===== src/rtl/core_pkg.sv =====
// Shared definitions for the load/store unit: RV32I funct3 codes, FSM states
// and the byte-enable width.
package core_pkg;

  localparam logic [2:0] F3_B  = 3'b000;
  localparam logic [2:0] F3_H  = 3'b001;
  localparam logic [2:0] F3_W  = 3'b010;
  localparam logic [2:0] F3_BU = 3'b100;
  localparam logic [2:0] F3_HU = 3'b101;

  localparam int BE_W = 4;

  typedef enum logic [1:0] {IDLE, CHECK, BUS, RESP} lsu_state_t;

endpackage


===== src/rtl/lsu_align.sv =====
// Combinational lane logic: legality check, store byte enables and lane
// replication, and load byte/half extraction with sign or zero extension.
module lsu_align
  import core_pkg::*;
(
  input  logic            we,
  input  logic [2:0]      func3,
  input  logic [1:0]      addr_lo,
  input  logic [31:0]     store_data,
  input  logic [31:0]     load_word,
  output logic            fault,
  output logic [BE_W-1:0] be,
  output logic [31:0]     lane_data,
  output logic [31:0]     load_data
);

  logic [7:0]  byte_sel;
  logic [15:0] half_sel;
  logic        illegal;
  logic        misaligned;

  always_comb begin
    byte_sel   = load_word[{addr_lo, 3'b000} +: 8];
    half_sel   = load_word[{addr_lo[1], 4'b0000} +: 16];
    illegal    = we ? !(func3 inside {F3_B, F3_H, F3_W})
                    : !(func3 inside {F3_B, F3_H, F3_W, F3_BU, F3_HU});
    misaligned = ((func3 == F3_H || func3 == F3_HU) && addr_lo[0]) ||
                 (func3 == F3_W && addr_lo != 2'b00);
    fault      = illegal || misaligned;
    be         = '0;
    lane_data  = '0;
    load_data  = '0;
    case (func3)
      F3_B, F3_BU: begin
        be        = 4'b0001 << addr_lo;
        lane_data = {4{store_data[7:0]}};
        load_data = (func3 == F3_B) ? {{24{byte_sel[7]}}, byte_sel} : {24'd0, byte_sel};
      end
      F3_H, F3_HU: begin
        be        = addr_lo[1] ? 4'b1100 : 4'b0011;
        lane_data = {2{store_data[15:0]}};
        load_data = (func3 == F3_H) ? {{16{half_sel[15]}}, half_sel} : {16'd0, half_sel};
      end
      F3_W: begin
        be        = 4'b1111;
        lane_data = store_data;
        load_data = load_word;
      end
      default: ;
    endcase
  end

endmodule


===== src/rtl/load_store_unit.sv =====
// Multi-cycle load/store unit: latches a core request, rejects illegal or
// misaligned accesses, and runs one word access on a ready-handshake memory bus.
module load_store_unit
  import core_pkg::*;
#(
  parameter int ADDR_W  = 10,
  parameter int TIMEOUT = 16
) (
  input  logic              clk,
  input  logic              reset,
  input  logic              req_valid,
  input  logic              req_we,
  input  logic [2:0]        req_func3,
  input  logic [31:0]       req_addr,
  input  logic [31:0]       req_wdata,
  output logic              stall,
  output logic              done,
  output logic [31:0]       rdata,
  output logic              err,
  output logic              mem_req,
  output logic              mem_we,
  output logic [ADDR_W-1:0] mem_addr,
  output logic [BE_W-1:0]   mem_be,
  output logic [31:0]       mem_wdata,
  input  logic              mem_ready,
  input  logic [31:0]       mem_rdata
);

  localparam int CNT_W = $clog2(TIMEOUT + 1);

  lsu_state_t        state, state_nxt;
  logic              we_q;
  logic [2:0]        func3_q;
  logic [ADDR_W+1:0] addr_q;
  logic [31:0]       wdata_q;
  logic [CNT_W-1:0]  wait_cnt;
  logic              timeout_hit;
  logic              fault_c;
  logic [BE_W-1:0]   be_c;
  logic [31:0]       lane_c;
  logic [31:0]       load_c;
  logic              unused_addr_bits;

  assign unused_addr_bits = ^req_addr[31:ADDR_W+2];

  lsu_align u_align (
    .we        (we_q),
    .func3     (func3_q),
    .addr_lo   (addr_q[1:0]),
    .store_data(wdata_q),
    .load_word (mem_rdata),
    .fault     (fault_c),
    .be        (be_c),
    .lane_data (lane_c),
    .load_data (load_c)
  );

  // Gated by reset so the core is released the instant reset asserts.
  assign stall       = reset && req_valid && (state != RESP);
  assign done        = (state == RESP);
  assign timeout_hit = (wait_cnt == CNT_W'(TIMEOUT - 1));

  always_ff @(posedge clk or negedge reset) begin
    if (!reset) state <= IDLE;
    else        state <= state_nxt;
  end

  always_comb begin
    state_nxt = state;
    case (state)
      IDLE:    if (req_valid) state_nxt = CHECK;
      CHECK:   state_nxt = fault_c ? RESP : BUS;
      BUS:     if (mem_ready || timeout_hit) state_nxt = RESP;
      RESP:    state_nxt = IDLE;
      default: state_nxt = IDLE;
    endcase
  end

  always_ff @(posedge clk or negedge reset) begin
    if (!reset) begin
      we_q      <= 1'b0;
      func3_q   <= '0;
      addr_q    <= '0;
      wdata_q   <= '0;
      wait_cnt  <= '0;
      rdata     <= '0;
      err       <= 1'b0;
      mem_req   <= 1'b0;
      mem_we    <= 1'b0;
      mem_addr  <= '0;
      mem_be    <= '0;
      mem_wdata <= '0;
    end else begin
      case (state)
        IDLE: if (req_valid) begin
          we_q    <= req_we;
          func3_q <= req_func3;
          addr_q  <= req_addr[ADDR_W+1:0];
          wdata_q <= req_wdata;
        end
        CHECK: begin
          wait_cnt <= '0;
          if (fault_c) begin
            err   <= 1'b1;
            rdata <= '0;
          end else begin
            mem_req   <= 1'b1;
            mem_we    <= we_q;
            mem_addr  <= addr_q[ADDR_W+1:2];
            mem_be    <= be_c;
            mem_wdata <= we_q ? lane_c : '0;
          end
        end
        BUS: begin
          // A ready arriving on the last allowed cycle still wins over the timeout.
          if (mem_ready) begin
            mem_req <= 1'b0;
            mem_we  <= 1'b0;
            err     <= 1'b0;
            rdata   <= we_q ? '0 : load_c;
          end else if (timeout_hit) begin
            mem_req <= 1'b0;
            mem_we  <= 1'b0;
            err     <= 1'b1;
            rdata   <= '0;
          end else begin
            wait_cnt <= wait_cnt + 1'b1;
          end
        end
        RESP: err <= 1'b0;
        default: ;
      endcase
    end
  end

endmodule

===== config.mk =====
export PLATFORM = sky130hd
export DESIGN_NAME = load_store_unit
export DESIGN_NICKNAME = d
export VERILOG_FILES = /design/src/rtl/core_pkg.sv /design/src/rtl/lsu_align.sv /design/src/rtl/load_store_unit.sv
export SDC_FILE = /design/constraint.sdc
export NUM_CORES = 1
export LEC_CHECK = 0
export CAP_MARGIN = 10
export CORE_MARGIN = 3
export CORE_UTILIZATION = 51
export DETAILED_ROUTE_END_ITERATION = 8
export GPL_TIMING_DRIVEN = 1
export PLACE_DENSITY = 0.95
export SLEW_MARGIN = 10
export SYNTH_ARGS = -nofsm -noshare
export SYNTH_HDL_FRONTEND = slang
export SYNTH_SLANG_ARGS = --single-unit

===== constraint.sdc =====
create_clock -name clk -period 6 [get_ports clk]
set_input_delay 0.6 -clock clk [delete_from_list [all_inputs] [get_ports clk]]
set_output_delay 0.6 -clock clk [all_outputs]
set_load 0.01 [all_outputs]

# Yosys cells after proc, flatten, opt, wreduce, memory -nomap -nowiden
# Index checks and enable logic that the tools add are counted.
# totals
regBits	136
in_bits	104
out_inout_bits	83
elab_cells	90
# classes
add_sub_neg	1
eq_ne	16
shift	3
muxes	30
n_bitwise	1
n_reduce_logical	26
# ops
op	count
32-bit two-way mux	7
32-bit case mux with 3 select lines	2
32-bit case mux with 2 select lines	1
32-bit by 6-bit variable part select with 16-bit output	1
32-bit by 6-bit variable part select with 8-bit output	1
2-bit != test, second input constant	7
4-bit case mux with 3 select lines	1
3-bit AND reduction	4
5-bit two-way mux	2
5-bit case mux with 2 select lines	1
1-bit two-way mux	9
2-bit case mux with 4 select lines	1
3-bit == test, second input constant	2
2-bit AND reduction	3
3-bit nonzero test	2
5-bit by 1-bit adder with 5-bit output, second input constant	1
5-bit by 4-bit == test with 1-bit output, second input constant	1
5-bit nonzero test	1
2-bit == test, second input constant	2
1-bit logical AND	4
1-bit logical OR	4
2-bit two-way mux	2
4-bit two-way mux	1
1-bit case mux with 2 select lines	2
other kinds (12)	15

# Logic depth before layout (Yosys ltp)
# depth
ltp_word	7
depth_mapped	8
depth_no_buf	7

# Cells and area by module
# A second synthesis with hierarchy kept.
# unflattened
cells_unflattened	674
area_unflattened_um2	7019.2
# by_module_without_submodules
module	n_inst	cells_per_inst	area_per_inst_um2	seq_area_each_um2
load_store_unit	1	486	5699.2	3403.3
lsu_align	1	188	1320.0	0.0

# Worst setup path after synthesis
# No wires, ideal clock.
# synth_path
path_kind	register to register
from	register wait_cnt[0]
to	register rdata[7]
setup_time_ps	125
arrival_ps	1898
t_required_ps	5875
path_slack_ps	3977
path_stages_with_launch	8
synth_period_minus_slack_ps	2023
cell_sequence	dfrtp_1 > ha_1 > and3_1 > ha_1 > nor3b_1 > or3_1 > clkbuf_1 > mux2_2
# synth_between
elab_chain_cells	3
# synth_lines
element	line	text
from (decl)	load_store_unit.sv:36	logic [CNT_W-1:0] wait_cnt;
from (signal assigned)	load_store_unit.sv:127	wait_cnt <= wait_cnt + 1'b1;
5-bit by 4-bit == test with 1-bit output	load_store_unit.sv:61	assign timeout_hit = (wait_cnt == CNT_W'(TIMEOUT - 1));
3-bit != test (no source line)	-	
3-bit AND reduction (no source line)	-	
to (signal assigned)	load_store_unit.sv:120	rdata <= we_q ? '0 : load_c;
to (decl)	load_store_unit.sv:18	output logic [31:0] rdata,
# Every way passes these cells.
# A chain may end at the register's enable or synchronous reset.

# Worst setup path in the final report
# layout_path
from	register func3_q[0]
to	register rdata[7]
# layout_between
elab_chain_cells	7
# layout_lines
element	line	text
from (decl)	load_store_unit.sv:33	logic [2:0] func3_q;
from (signal assigned)	load_store_unit.sv:97	func3_q <= req_func3;
3-bit by 1-bit == test with 1-bit output, or another cell as far along	-	
5-bit nonzero test, or another cell as far along	lsu_align.sv:26	: !(func3 inside {F3_B, F3_H, F3_W, F3_BU, F3_HU});
1-bit logical NOT, or another cell as far along	lsu_align.sv:26	
1-bit two-way mux / 1-bit logical OR (equally long branches)	lsu_align.sv:25, lsu_align.sv:27	
1-bit logical OR	lsu_align.sv:29	fault = illegal || misaligned;
2-bit != test (no source line)	-	
3-bit AND reduction (no source line)	-	
# Parallel ways exist; a longest one is shown, timed or not.

==> results.sh <==
export IMPL_chipWidth_um=117
export IMPL_clk_pin_slew_ns=0.06
export IMPL_ioPinCount=187
export IMPL_grt_max_degree=91
export IMPL_muxShareOfSynthArea=0.133
export IMPL_synthSimpleGateAreaFrac=0.121
export IMPL_p_leak_uw=0.00374
export IMPL_drv_slew=0
export IMPL_htreeDepth=4
export IMPL_met1_usage=0.308
export IMPL_max_freq_mhz=276
export IMPL_postRouteAntennaNets=0
export IMPL_viasPerCell=5.95
export IMPL_max_stage_delay_ns=0.97
export IMPL_start_util=0.525
export IMPL_ys_warnings_count=0
export IMPL_status="completed"
export IMPL_yosysTopAreaCellShare=0.538
export IMPL_ys_ff_latch=136
export IMPL_crit_required_ns=6.30
export IMPL_p_int_uw=2800
export IMPL_critical_path_class="reg -> reg"
export IMPL_synth_ff_type="dfrtp_1"
export IMPL_swShare=0.383
export IMPL_avgSynthCellArea_sq_um=11.0
export IMPL_critPathArrivalTime_ns=3.91
export IMPL_final_common_cell="clkdlybuf4s50_1"
export IMPL_cts_resized=0
export IMPL_antenna_found_initial=0
export IMPL_mostFrequentLayoutCells="clkdlybuf4s50_1 (165), dfrtp_1 (136), nand2_1 (107)"
export IMPL_hold_viol_final=0
export IMPL_yosysSeqAreaShare=0.538
export IMPL_root_buffer="clkbuf_16"
export IMPL_diodes=0
export IMPL_p_seq_frac=0.356
export IMPL_synth_edf_count=0
export IMPL_grt_pass1_vias=5628
export IMPL_tightestPinTransition_ns=1.12
export IMPL_dieArea_sq_um=13800
export IMPL_yosys_top_cells_area="dfrtp_1 (54%), mux2_2 (9.4%), nand2_1 (6.4%)"
export IMPL_fin_util=0.717
export IMPL_core_region_area_sq_um=12100
export IMPL_period_needed_ns=3.62
export IMPL_syn_num_nets=688
export IMPL_cts_hold_buffers=0
export IMPL_ctsLongestPathBuffers=2
export IMPL_port_buffers=166
export IMPL_nNetsFinal=836
export IMPL_crit_slowest_cell="or3_1"
export IMPL_crit_chain="a221oi_2 > o21a_1 > or3_1 > mux2_2"
export IMPL_grt_pass1_wl_um=29900
export IMPL_first_pass_iters=7
export IMPL_wl_um=18600
export IMPL_clkPwrFrac=0.224
export IMPL_cp_max_fo=32
export IMPL_routedWlPerCell_um=20.6
export IMPL_clock_sinks=136
export IMPL_use_met3=0.0993
export IMPL_setup_tns_ns=0
export IMPL_post_cts_setup_buffer_count=0
export IMPL_worst_r2r_setup_slack_ns=2.38
export IMPL_slew_headroom=0.250
export IMPL_rsz0062_at_grt="false"
export IMPL_use_met2=0.475
export IMPL_track_usage=0.273
export IMPL_async_reset_ff_frac=1.00
export IMPL_hpwlAfterDp_um=13000
export IMPL_synth_top_family_by_area="compound AO/OA/AOI/OAI gates"
export IMPL_routabilityCongestion=0.864
export IMPL_grt_busiest_layer="met2"
export IMPL_overflow=0
export IMPL_setup_viol=0
export IMPL_synth_xor_area_frac=0
export IMPL_drcViolationCount=0
export IMPL_yosys_area_top_type="dfrtp_1"
export IMPL_max_cap_violations=0
export IMPL_finalPower_uw=4540
export IMPL_synth_compound_area_share=0.159
export IMPL_end_kind="flop"
export IMPL_power_frac_comb=0.419
export IMPL_insertion_delay_ns=0.42
export IMPL_cts_tree="yes"
export IMPL_numCtsBuffers=17
export IMPL_fin_skew_ns=0.0124
export IMPL_drive_gt1_frac=0.140
export IMPL_rows=40
export IMPL_syn_inst=577
export IMPL_fin_crit_sh=0.603
export IMPL_start_kind="flop"
export IMPL_p_switching_uw=1740
export IMPL_num_fill_cells=829
export IMPL_pwr_density_cell_nw_per_um2=526
export IMPL_drtIter0Drc=561
export IMPL_synth_fa_ha_area_frac=0.0138
export IMPL_vias=5384
export IMPL_die_height_um=117
export IMPL_netlist_area_sq_um=6330
export IMPL_area_growth_pct=36.7
export IMPL_yosys_cell_types_count=48
export IMPL_hold_class="in -> async"
export IMPL_ir_drop_uv=329
## kinds of logic after synthesis
kind of cell	count (synthesis)
AND/OR/NAND/NOR	173
AO/OA/AOI/OAI	141
flip-flops	136
multiplexers	69
buffers and inverters	51
adder cells (fa/ha/maj)	7
## worst max-delay path: cells and delay by family, from the launching register on
kind | cells | cell delay [ns]
flops | 1 | 0.73
mux | 1 | 0.43
simple gates | 1 | 0.97
compound gates | 2 | 1.35
## power by group through the flow
stage / combinational [uW] / sequential, uW / clock, uW
3_3_place_gp: 1790 / 1590 / 0
6_report: 1910 / 1620 / 1020
2_1_floorplan: 1190 / 1530 / 0
5_1_grt: 2070 / 1660 / 1070
4_1_cts: 1900 / 1610 / 1030
3_5_place_dp: 1880 / 1620 / 0
## final cells by class
| class | count | area, sq um | area share |
|---|---|---|---|
| flip-flops and latches | 136 | 3400 | 0.394 |
| multi-input cells | 390 | 2720 | 0.315 |
| repair buffers | 171 | 1700 | 0.197 |
| clock buffers | 25 | 485 | 0.0561 |
| well taps | 168 | 210 | 0.0243 |
| clock inverters | 6 | 91.3 | 0.0106 |
| inverters | 9 | 33.8 | 0.00391 |
## routing by layer
metal / share of wire / vias up / routed length (um)
met5: 0 / - / 0
met4: 0.026 / 0 / 484
met3: 0.097 / 49 / 1820
met2: 0.51 / 287 / 9470
met1: 0.37 / 2652 / 6860
li1: - / 2396 / -
## Yosys cell counts, drive strengths merged, types with 7 or more instances
master and count:
a22oi 11, inv 9, o211ai 7, o21ai 31, o2bb2ai 9, mux4 7, nor2 16, a222oi 7
ha 7, nand2 108, nand3 25, mux2 53, buf 15, a21oi 22, o31ai 17, a22o 25
mux2i 9, clkbuf 27, dfrtp 136
## worst paths after layout
| check | from | end | cells after the start |
|---|---|---|---|
| setup reg to reg | func3_q[0] | rdata[7] | 4 |
| min in group clk | addr_q[5] | mem_addr[3] | 2 |
| hold reg to reg | addr_q[5] | mem_addr[3] | 2 |
| hold / removal | reset | rdata[11] | 1 |
| setup / recovery | func3_q[0] | rdata[7] | 4 |
| max in group asynchronous | reset | mem_wdata[9] | 2 |
## state kept, by name (all words and copies together), names as in the netlist, 2 cells and up
signal     flops
mem_addr      10
mem_wdata     32
mem_be         4
wdata_q       32
state          2
addr_q        12
rdata         32
func3_q        3
wait_cnt       5
## metrics by stage
stage | cells | hold slack [ns] | area [sq um] | setup WS [ns]
6_report | 905 | 0.107 | 8650 | 2.38
5_1_grt | 905 | 0.134 | 8650 | 2.23
4_1_cts | 904 | 0.124 | 8640 | 2.39
3_5_place_dp | 873 | 0.458 | 8060 | 2.44
3_3_place_gp | 873 | 0.446 | 8060 | 2.55
2_1_floorplan | 577 | 0.304 | 6330 | 3.98
Power figures use the tool's default switching activity.
